`src/rtl/crypto_stream_hash.sv`:
```
// Streaming keyed hash: ROUNDS rotate-xor rounds per input word, digest emitted after in_last.
// Optional build macro CRYPTO_LEN_FINAL_EN folds the message word count into the digest.
module crypto_stream_hash #(
    parameter int                DATA_W   = 8,
    parameter int                KEY_W    = 10,
    parameter int                HASH_W   = 32,
    parameter int                ROUNDS   = 4,
    parameter int                ROT      = 5,
    parameter logic [HASH_W-1:0] INIT_VAL = '0
) (
    input  logic              clk,
    input  logic              reset,
    input  logic              in_valid,
    output logic              in_ready,
    input  logic [DATA_W-1:0] in_data,
    input  logic [KEY_W-1:0]  in_key,
    input  logic              in_last,
    output logic              out_valid,
    input  logic              out_ready,
    output logic [HASH_W-1:0] out_hash,
    output logic              busy,
    output logic [15:0]       word_cnt
);

    localparam int RW = (ROUNDS > 1) ? $clog2(ROUNDS) : 1;

    typedef enum logic [1:0] {IDLE, ROUND, DONE} state_t;

    state_t            state, state_next;
    logic [DATA_W-1:0] data_q;
    logic [KEY_W-1:0]  key_q;
    logic              last_q;
    logic [RW-1:0]     r;
    logic [HASH_W-1:0] h, h_next, digest;
    logic              last_round;

    assign last_round = (r == RW'(ROUNDS - 1));
    assign in_ready   = (state == IDLE);
    assign out_valid  = (state == DONE);
    assign busy       = (state != IDLE);

    // One mixing round: rotate the state, then fold in word + key + round index.
    assign h_next = ((h << ROT) | (h >> (HASH_W - ROT)))
                  ^ (HASH_W'(data_q) + HASH_W'(key_q) + HASH_W'(r));

`ifdef CRYPTO_LEN_FINAL_EN
    assign digest = h_next ^ HASH_W'(word_cnt);
`else
    assign digest = h_next;
`endif

    // NOTE: sequential state uses non-blocking (<=) so every register samples pre-edge values.
    always_ff @(posedge clk) begin
        if (reset) state <= IDLE;
        else       state <= state_next;
    end

    // NOTE: next_state gets its default before the case so no path leaves it unassigned (no latch).
    always_comb begin
        state_next = state;
        case (state)
            IDLE:    if (in_valid)   state_next = ROUND;
            ROUND:   if (last_round) state_next = last_q ? DONE : IDLE;
            DONE:    if (out_ready)  state_next = IDLE;
            default:                 state_next = IDLE;
        endcase
    end

    // NOTE: the word/key holding registers are always written before use, so they carry no reset.
    always_ff @(posedge clk) begin
        if (state == IDLE && in_valid) begin
            data_q <= in_data;
            key_q  <= in_key;
            last_q <= in_last;
        end
    end

    always_ff @(posedge clk) begin
        if (reset) begin
            h        <= INIT_VAL;
            r        <= '0;
            word_cnt <= '0;
            out_hash <= '0;
        end else begin
            case (state)
                IDLE: begin
                    if (in_valid) begin
                        r <= '0;
                        if (word_cnt != 16'hFFFF) word_cnt <= word_cnt + 16'd1;
                    end
                end
                ROUND: begin
                    h <= h_next;
                    r <= r + RW'(1);
                    if (last_round && last_q) out_hash <= digest;
                end
                DONE: begin
                    if (out_ready) begin
                        h        <= INIT_VAL;
                        word_cnt <= '0;
                    end
                end
                default: ;
            endcase
        end
    end

endmodule

```
`config.mk`:
```
export PLATFORM = sky130hd
export DESIGN_NAME = crypto_stream_hash
export DESIGN_NICKNAME = d
export VERILOG_FILES = /design/src/rtl/crypto_stream_hash.sv
export SDC_FILE = /design/constraint.sdc
export NUM_CORES = 1
export LEC_CHECK = 0
export ABC_AREA = 1
export CAP_MARGIN = 20
export CORE_UTILIZATION = 56
export DETAILED_ROUTE_END_ITERATION = 8
export PLACE_DENSITY = 0.83
export SYNTH_ARGS = -nofsm -noshare
export SYNTH_HDL_FRONTEND = slang
export SYNTH_SLANG_ARGS = --single-unit
```
`constraint.sdc`:
```
create_clock -name clk -period 7.15 [get_ports clk]
set_input_delay 0.715 -clock clk [delete_from_list [all_inputs] [get_ports clk]]
set_output_delay 0.715 -clock clk [all_outputs]
set_load 0.005 [all_outputs]
```
==> impl_metrics.ini <==
[pwr]
pwr-share-clk_pct = 29.5
powerDensity_nw_per_um2 = 230
p_int_uw = 908
seqPwrFrac_pct = 49.2
p_switching_uw = 413
p_total_uw = 1320
pwr-share-comb_pct = 21.3
swShare_pct = 31.3
ir_drop_v = 0.000182
p_leak_uw = 0.00212

[sta]
timing.final.crit_share_pct = 38.1
setup_viol = 0
hold_viol_final = 0
fin_setup_tns_ns = 0
drv_slew = 0
worst_pin_slew_ns = 1.05
clock_skew_ns = 0.0167
period_minus_slack_ns = 2.72
max_freq_mhz = 368
slew-limit-headroom_pct = 29.8
rsz0062_at_grt = false

[cells_and_area]
multi_input_area_um2 = 2270
fill_cells = 658
diodes = 0
area_growth_pct = 20.5
instances_no_fill = 763
drive_above_1_share_pct = 7.45
nets = 695
seqCellArea_um2 = 2250

[floorplanning]
io_pins = 74
fp.dieH_um = 94.3
fp.dieW_um = 94.3
core-area_um2 = 8220
die_area_um2 = 8890
rows = 33
initial_utilization_pct = 58.1

[route]
finalWirelength_mm = 10.5
firstDrtPassIters = 5
antenna_left = 0
drc = 0
drtIter0Drc = 308
avgViaCountPerCell = 5.43
num_vias = 4143
wire_per_inst_um = 13.8

[setup_path]
cp-end-kind = flip-flop
startpoint_type = flip-flop
path_class = reg -> reg
path_max_fanout = 41
startpoint = state[0]$_SDFFE_PP0P_
rr_worst_depth = 8
cp.arrival_ns = 3.05
crit_end = out_hash[4]$_SDFFE_PP0P_
r2r-end = out_hash[4]$_SDFFE_PP0P_
rrSetupSlack_ns = 4.43
rr_startpoint = state[0]$_SDFFE_PP0P_
cp.required_ns = 7.48

[placed_design]
port_buffers = 73
gp_congestion = 0.880
place_hpwl_mm = 7.26
dp_cells = 746

[logic_synthesis]
synth-compound-area-share_pct = 11.6
synth_flop_cell = dfxtp_1
ys_types = 35
synthMostInstantiatedCell = nand2_1
synthTopCellsByArea = dfxtp_1 (35%), edfxtp_1 (12%), nand2_1 (9.6%), nor2_1 (7.0%), a21oi_1 (5.7%)
postSynthAreaPerCell_um2 = 8.02
syn-num-nets = 637
yosysSeqAreaShare_pct = 47.2
synth_xor_area_share_pct = 3.30
synthAdderAreaFrac_pct = 5.46
synth_simple_gate_area_share_pct = 27.2
synth_top_family_by_area = simple AND/OR/NAND/NOR gates
synth_top_cell_area_share_pct = 35.2
ys_ff_latch = 103
yosys_warnings = 0
synth_area_um2 = 4770
synth_async_sr_flop_share_pct = 0
synth_top_area_cell = dfxtp_1
synthCells = 595
synthTopCellsByCount = nand2_1 (122), nor2_1 (89), dfxtp_1 (84), a21oi_1 (54), nand3_1 (53)
synth_edf_count = 19
synth_mux_area_share_pct = 0

[clock_tree]
htree_levels = 3
postCtsSetupBuffers = 0
cts_root_buf = clkbuf_8
insertion_delay_ns = 0.38
cts_sinks = 103
tritoncts = done
clk_pin_slew_ns = 0.11
ctsResizeCount = 0
cts_buffers = 9
clockBufferDepth = 2
ctsHoldBuffers = 0

[status]
status = complete, no violations

[grt]
grt_pass1_wl_mm = 17.7
antenna_found_initial = 0
grt_max_degree = 54
grt_usage_pct = 25.5
grt_pass1_vias = 3877
grt_overflow = 0

[flow_run]
cap_violations = 0

[worst_hold_path]
hold_class = reg -> reg
-- layer usage --
metal,GRT usage [%],up-vias,routed length [um]
li1,-,2074,-
met1,34.1,1923,4820
met2,41.7,131,4940
met3,5.42,15,643
met4,7.18,0,126
met5,0,-,0
-- how the worst min path moves through the flow --
stage / cells past startpoint / start / endpoint / slack (ns)
after floorplan: 2 / h[6]$_SDFFE_PP0P_ / h[11]$_SDFFE_PP0P_ / 0.46
after global placement: 2 / out_hash[23]$_SDFFE_PP0P_ / out_hash[23]$_SDFFE_PP0P_ / 0.47
after detailed placement: 2 / out_hash[14]$_SDFFE_PP0P_ / out_hash[14]$_SDFFE_PP0P_ / 0.47
after CTS: 2 / h[7]$_SDFFE_PP0P_ / h[12]$_SDFFE_PP0P_ / 0.49
after global routing: 2 / out_hash[28]$_SDFFE_PP0P_ / out_hash[28]$_SDFFE_PP0P_ / 0.51
final: 2 / h[7]$_SDFFE_PP0P_ / h[12]$_SDFFE_PP0P_ / 0.49
-- worst max-delay path, stage by stage, from the launching register on --
cell and delay (ns):
dfxtp_1 0.43, inv_2 0.10, nor2_4 0.58, nand3_2 0.53, inv_2 0.65, nor2_1 0.09
nor2_1 0.09, o21ai_0 0.10, inv_1 0.07
-- registers in the layout, indices dropped and copies added, names as in the netlist --
register and cells:
r 2, state 2, word_cnt 16, key_q 10, data_q 8, h 32, out_hash 32, last_q 1
-- stage by stage --
| step | util (%) | cell area (um2) | worst slack, ns | hold slack, ns |
|---|---|---|---|---|
| after CTS | 69.6 | 5720 | 4.43 | 0.489 |
| after global placement | 67.0 | 5510 | 4.50 | 0.465 |
| after detailed placement | 67.0 | 5510 | 4.47 | 0.475 |
| after global routing | 70.0 | 5750 | 4.09 | 0.515 |
| after floorplan | - | 4770 | 4.37 | 0.456 |
| final | 70.0 | 5750 | 4.43 | 0.491 |
-- placed cells by master, fill, tap and decap left out --
cell type / netlist / routed
a21boi_0: 1 / 1
a21o_1: 2 / 2
a21oi_1: 54 / 54
a21oi_2: 7 / 7
buf_16: 0 / 1
buf_2: 7 / 1
buf_4: 2 / 1
bufinv_16: 0 / 1
clkbuf_8: 0 / 9
clkdlybuf4s50_1: 0 / 72
clkinv_4: 0 / 3
dfxtp_1: 84 / 84
edfxtp_1: 19 / 19
fa_1: 3 / 3
ha_1: 16 / 16
inv_1: 24 / 24
inv_2: 7 / 7
inv_8: 0 / 3
nand2_1: 122 / 122
nand2_2: 2 / 2
nand3_1: 53 / 53
nand3_2: 2 / 2
nand3_4: 1 / 1
nand4_1: 11 / 11
nand4_2: 1 / 1
nor2_1: 89 / 89
nor2_2: 1 / 1
nor2_4: 5 / 5
nor3_1: 2 / 1
nor3_2: 0 / 1
o21a_1: 2 / 2
o21ai_0: 31 / 31
o21ai_1: 1 / 1
o21ai_2: 1 / 1
o21bai_1: 2 / 2
or2_0: 4 / 4
or2_2: 2 / 2
xnor2_1: 10 / 10
xor2_1: 8 / 8
-- power groups by stage --
stage,logic (uW),registers [uW],clock network (uW)
after floorplan,211,657,0
after global placement,268,662,0
after detailed placement,276,663,0
after CTS,280,650,392
after global routing,317,653,415
final,281,650,390
-- logic make-up after synthesis --
logic type	Yosys count
AND/OR/NAND/NOR	295
flip-flops	103
AO/OA/AOI/OAI	101
buffers and inverters	59
adder cells (fa/ha/maj)	19
XOR/XNOR	18
-- cell type report --
class	instances	area share, %
Multi-Input combinational cell	433	39.6
Sequential cell	103	39.2
Timing Repair Buffer	75	13.2
Tap cell	105	2.29
Clock buffer	9	2.15
Inverter	31	2.02
Clock inverter	7	1.57
No activity file was read; power rests on OpenSTA's default activity.
==> variant, RTL diff (config.mk and constraints unchanged) <==
The parameter `ROUNDS` goes from 4 to 8.
--- a/src/rtl/crypto_stream_hash.sv
+++ b/src/rtl/crypto_stream_hash.sv
@@ -5,5 +5,5 @@
     parameter int                KEY_W    = 10,
     parameter int                HASH_W   = 32,
-    parameter int                ROUNDS   = 4,
+    parameter int                ROUNDS   = 8,
     parameter int                ROT      = 5,
     parameter logic [HASH_W-1:0] INIT_VAL = '0
Formal check against the unedited RTL: not equivalent (Yosys sat finds a counterexample within 10 cycles, from zero or initial values and one cycle with reset high).
==> variant against the unedited design <==
  * Count of clock-buffer cells in the layout increased by 1
  * Fmax increased by 0.98%
  * Clock power decreased by 16%
  * Sequential cell count increased by 1
  * Non-clock buffer count unchanged
  * Combinational power decreased by 4%
  * Design area decreased by 0.20%
  * First-iteration DRC count decreased by 24%
  * Synthesized area increased by 1.2%
  * Routed wire length decreased by 2.2%
  * Final cell count unchanged
  * Global-route usage decreased by 1.4 points
  * Total power decreased by 5.2%
  * Setup slack improved by 26 ps
  * Highest routed layer unchanged
==> variant: results (changes against the unedited design) <==
- First-pass GRT wire length: 16,900 um (was 17,700 um)
- XOR/XNOR share of the synthesized area: 3.27% (was 3.30%)
- Leading register cell type out of synthesis: dfxtp_1 (unchanged)
- Vias in the first global route: 3,545 (was 3,877)
- Post-synthesis compound-gate area fraction: 11.9% (was 11.6%)
- WL final: 10,300 um (was 10,500 um)
- Share of the yosys chip area belonging to registers: 47.1% (was 47.2%)
- Detailed Route Iter0 Violations: 235 (was 308)
- Worst-path clk slew: 100 ps
- CTS Buf Count: 9 (unchanged)
- Post-Synth Adder-Cell Area: 5.81% (was 5.46%)
- Top flop regs: h (32), out_hash (32), word_cnt (16) (unchanged)
- Antenna Cells: 0 (unchanged)
- Largest net degree at the start of global routing: 55 (was 54)
- Rel. slew slack: 27.9% (was 29.8%)
- Via density: 5.36 (was 5.43)
- Synth area leaders: dfxtp_1, edfxtp_1, nand2_1, nor2_1, a21oi_1 (unchanged)
- Status: finished, final reports clean (unchanged)
- Clk_skew: 12.4 ps (was 16.7 ps)
- Post-synth top cells: nand2_1, dfxtp_1, nor2_1 (was nand2_1, nor2_1, dfxtp_1)
- Gpl congestion: 0.930 (was 0.880)
- Layout Nets: 696 (was 695)
- Leakage: 2.10 nW (was 2.12 nW)
- Syn nets: 638 (was 637)
- Worst IR Drop VDD: 0.000151 V (was 0.000182 V)
- Post-synthesis cell type count: 38 (was 35)
- HPWL after DPL: 7290 um (was 7260 um)
- Tot GR Track Use: 24.1% (was 25.5%)
- Critical path peak fanout: 42 (was 41)
- Dpl cells: 747 (was 746)
- Proportion of layout cells with a drive suffix above 1: 7.75% (was 7.45%)
- Post-CTS sizing: 0 (unchanged)
- Worst EP arrival: 3020 ps (was 3050 ps)
variant: changes by cell type after synthesis, sizes merged:
cell	delta
nor2	-3
nand4	-1
fa	+1
nor3	+1
buf	+1
nand2	+1
a211oi	+1
inv	-1
dfxtp	+1
clkbuf	-1
a21oi	+1
o21ai	-1
variant: power by group:
part           total (mW)  internal [mW]  switching [mW]
logic               0.271          0.105           0.166
registers           0.652          0.630          0.0213
clock network       0.329          0.129           0.200
total                1.25          0.864           0.387
variant: cell families (layout without fill, tap and decap cells):
group           after synthesis  in the layout
compound gates              102            102
fa+ha+maj                    20             20
buf+inv                      58            121
xor+xnor                     18             18
simple gates                293            293
flops                       104            104
variant: final cells by class:
class | instances | area (sq um)
Tap cell | 105 | 131
Multi-Input combinational cell | 433 | 2310
Timing Repair Buffer | 75 | 741
Sequential cell | 104 | 2270
Clock buffer | 10 | 128
Inverter | 30 | 115
Clock inverter | 6 | 43.8
Fill cell | 675 | 2560
variant: final timing paths:
check	to	cells past startpoint	startpoint	slack, ps
worst min-delay path	h[22]$_SDFFE_PP0P_	2	h[17]$_SDFFE_PP0P_	480
worst min register to register	h[22]$_SDFFE_PP0P_	2	h[17]$_SDFFE_PP0P_	480
worst max-delay path	out_hash[5]$_SDFFE_PP0P_	8	state[0]$_SDFFE_PP0P_	4460
worst max register to register	out_hash[5]$_SDFFE_PP0P_	8	state[0]$_SDFFE_PP0P_	4460
variant: worst max-delay path, delay by kind of cell (launching register included):
family	cells	cell delay (ps)
simple gates	4	1300
compound gates	1	90
buf+inv	3	820
flops	1	430
variant: routing by layer:
metal | up-vias | GRT usage (%) | wire [um]
li1 | 2083 | - | -
met1 | 1841 | 34.4 | 4780
met2 | 150 | 36.9 | 4680
met3 | 12 | 5.48 | 706
met4 | 0 | 5.68 | 130
met5 | - | 0 | 0
variant: stage by stage:
step | util [%] | instance area (sq um) | setup WS, ps | hold WS (ps)
5_1_grt | 69.1 | 5740 | 4150 | 510
3_5_place_dp | 67.1 | 5570 | 4490 | 475
6_report | 69.1 | 5740 | 4460 | 483
2_1_floorplan | - | 4830 | 5000 | 456
3_3_place_gp | 67.1 | 5570 | 4630 | 467
4_1_cts | 69.1 | 5740 | 4480 | 485
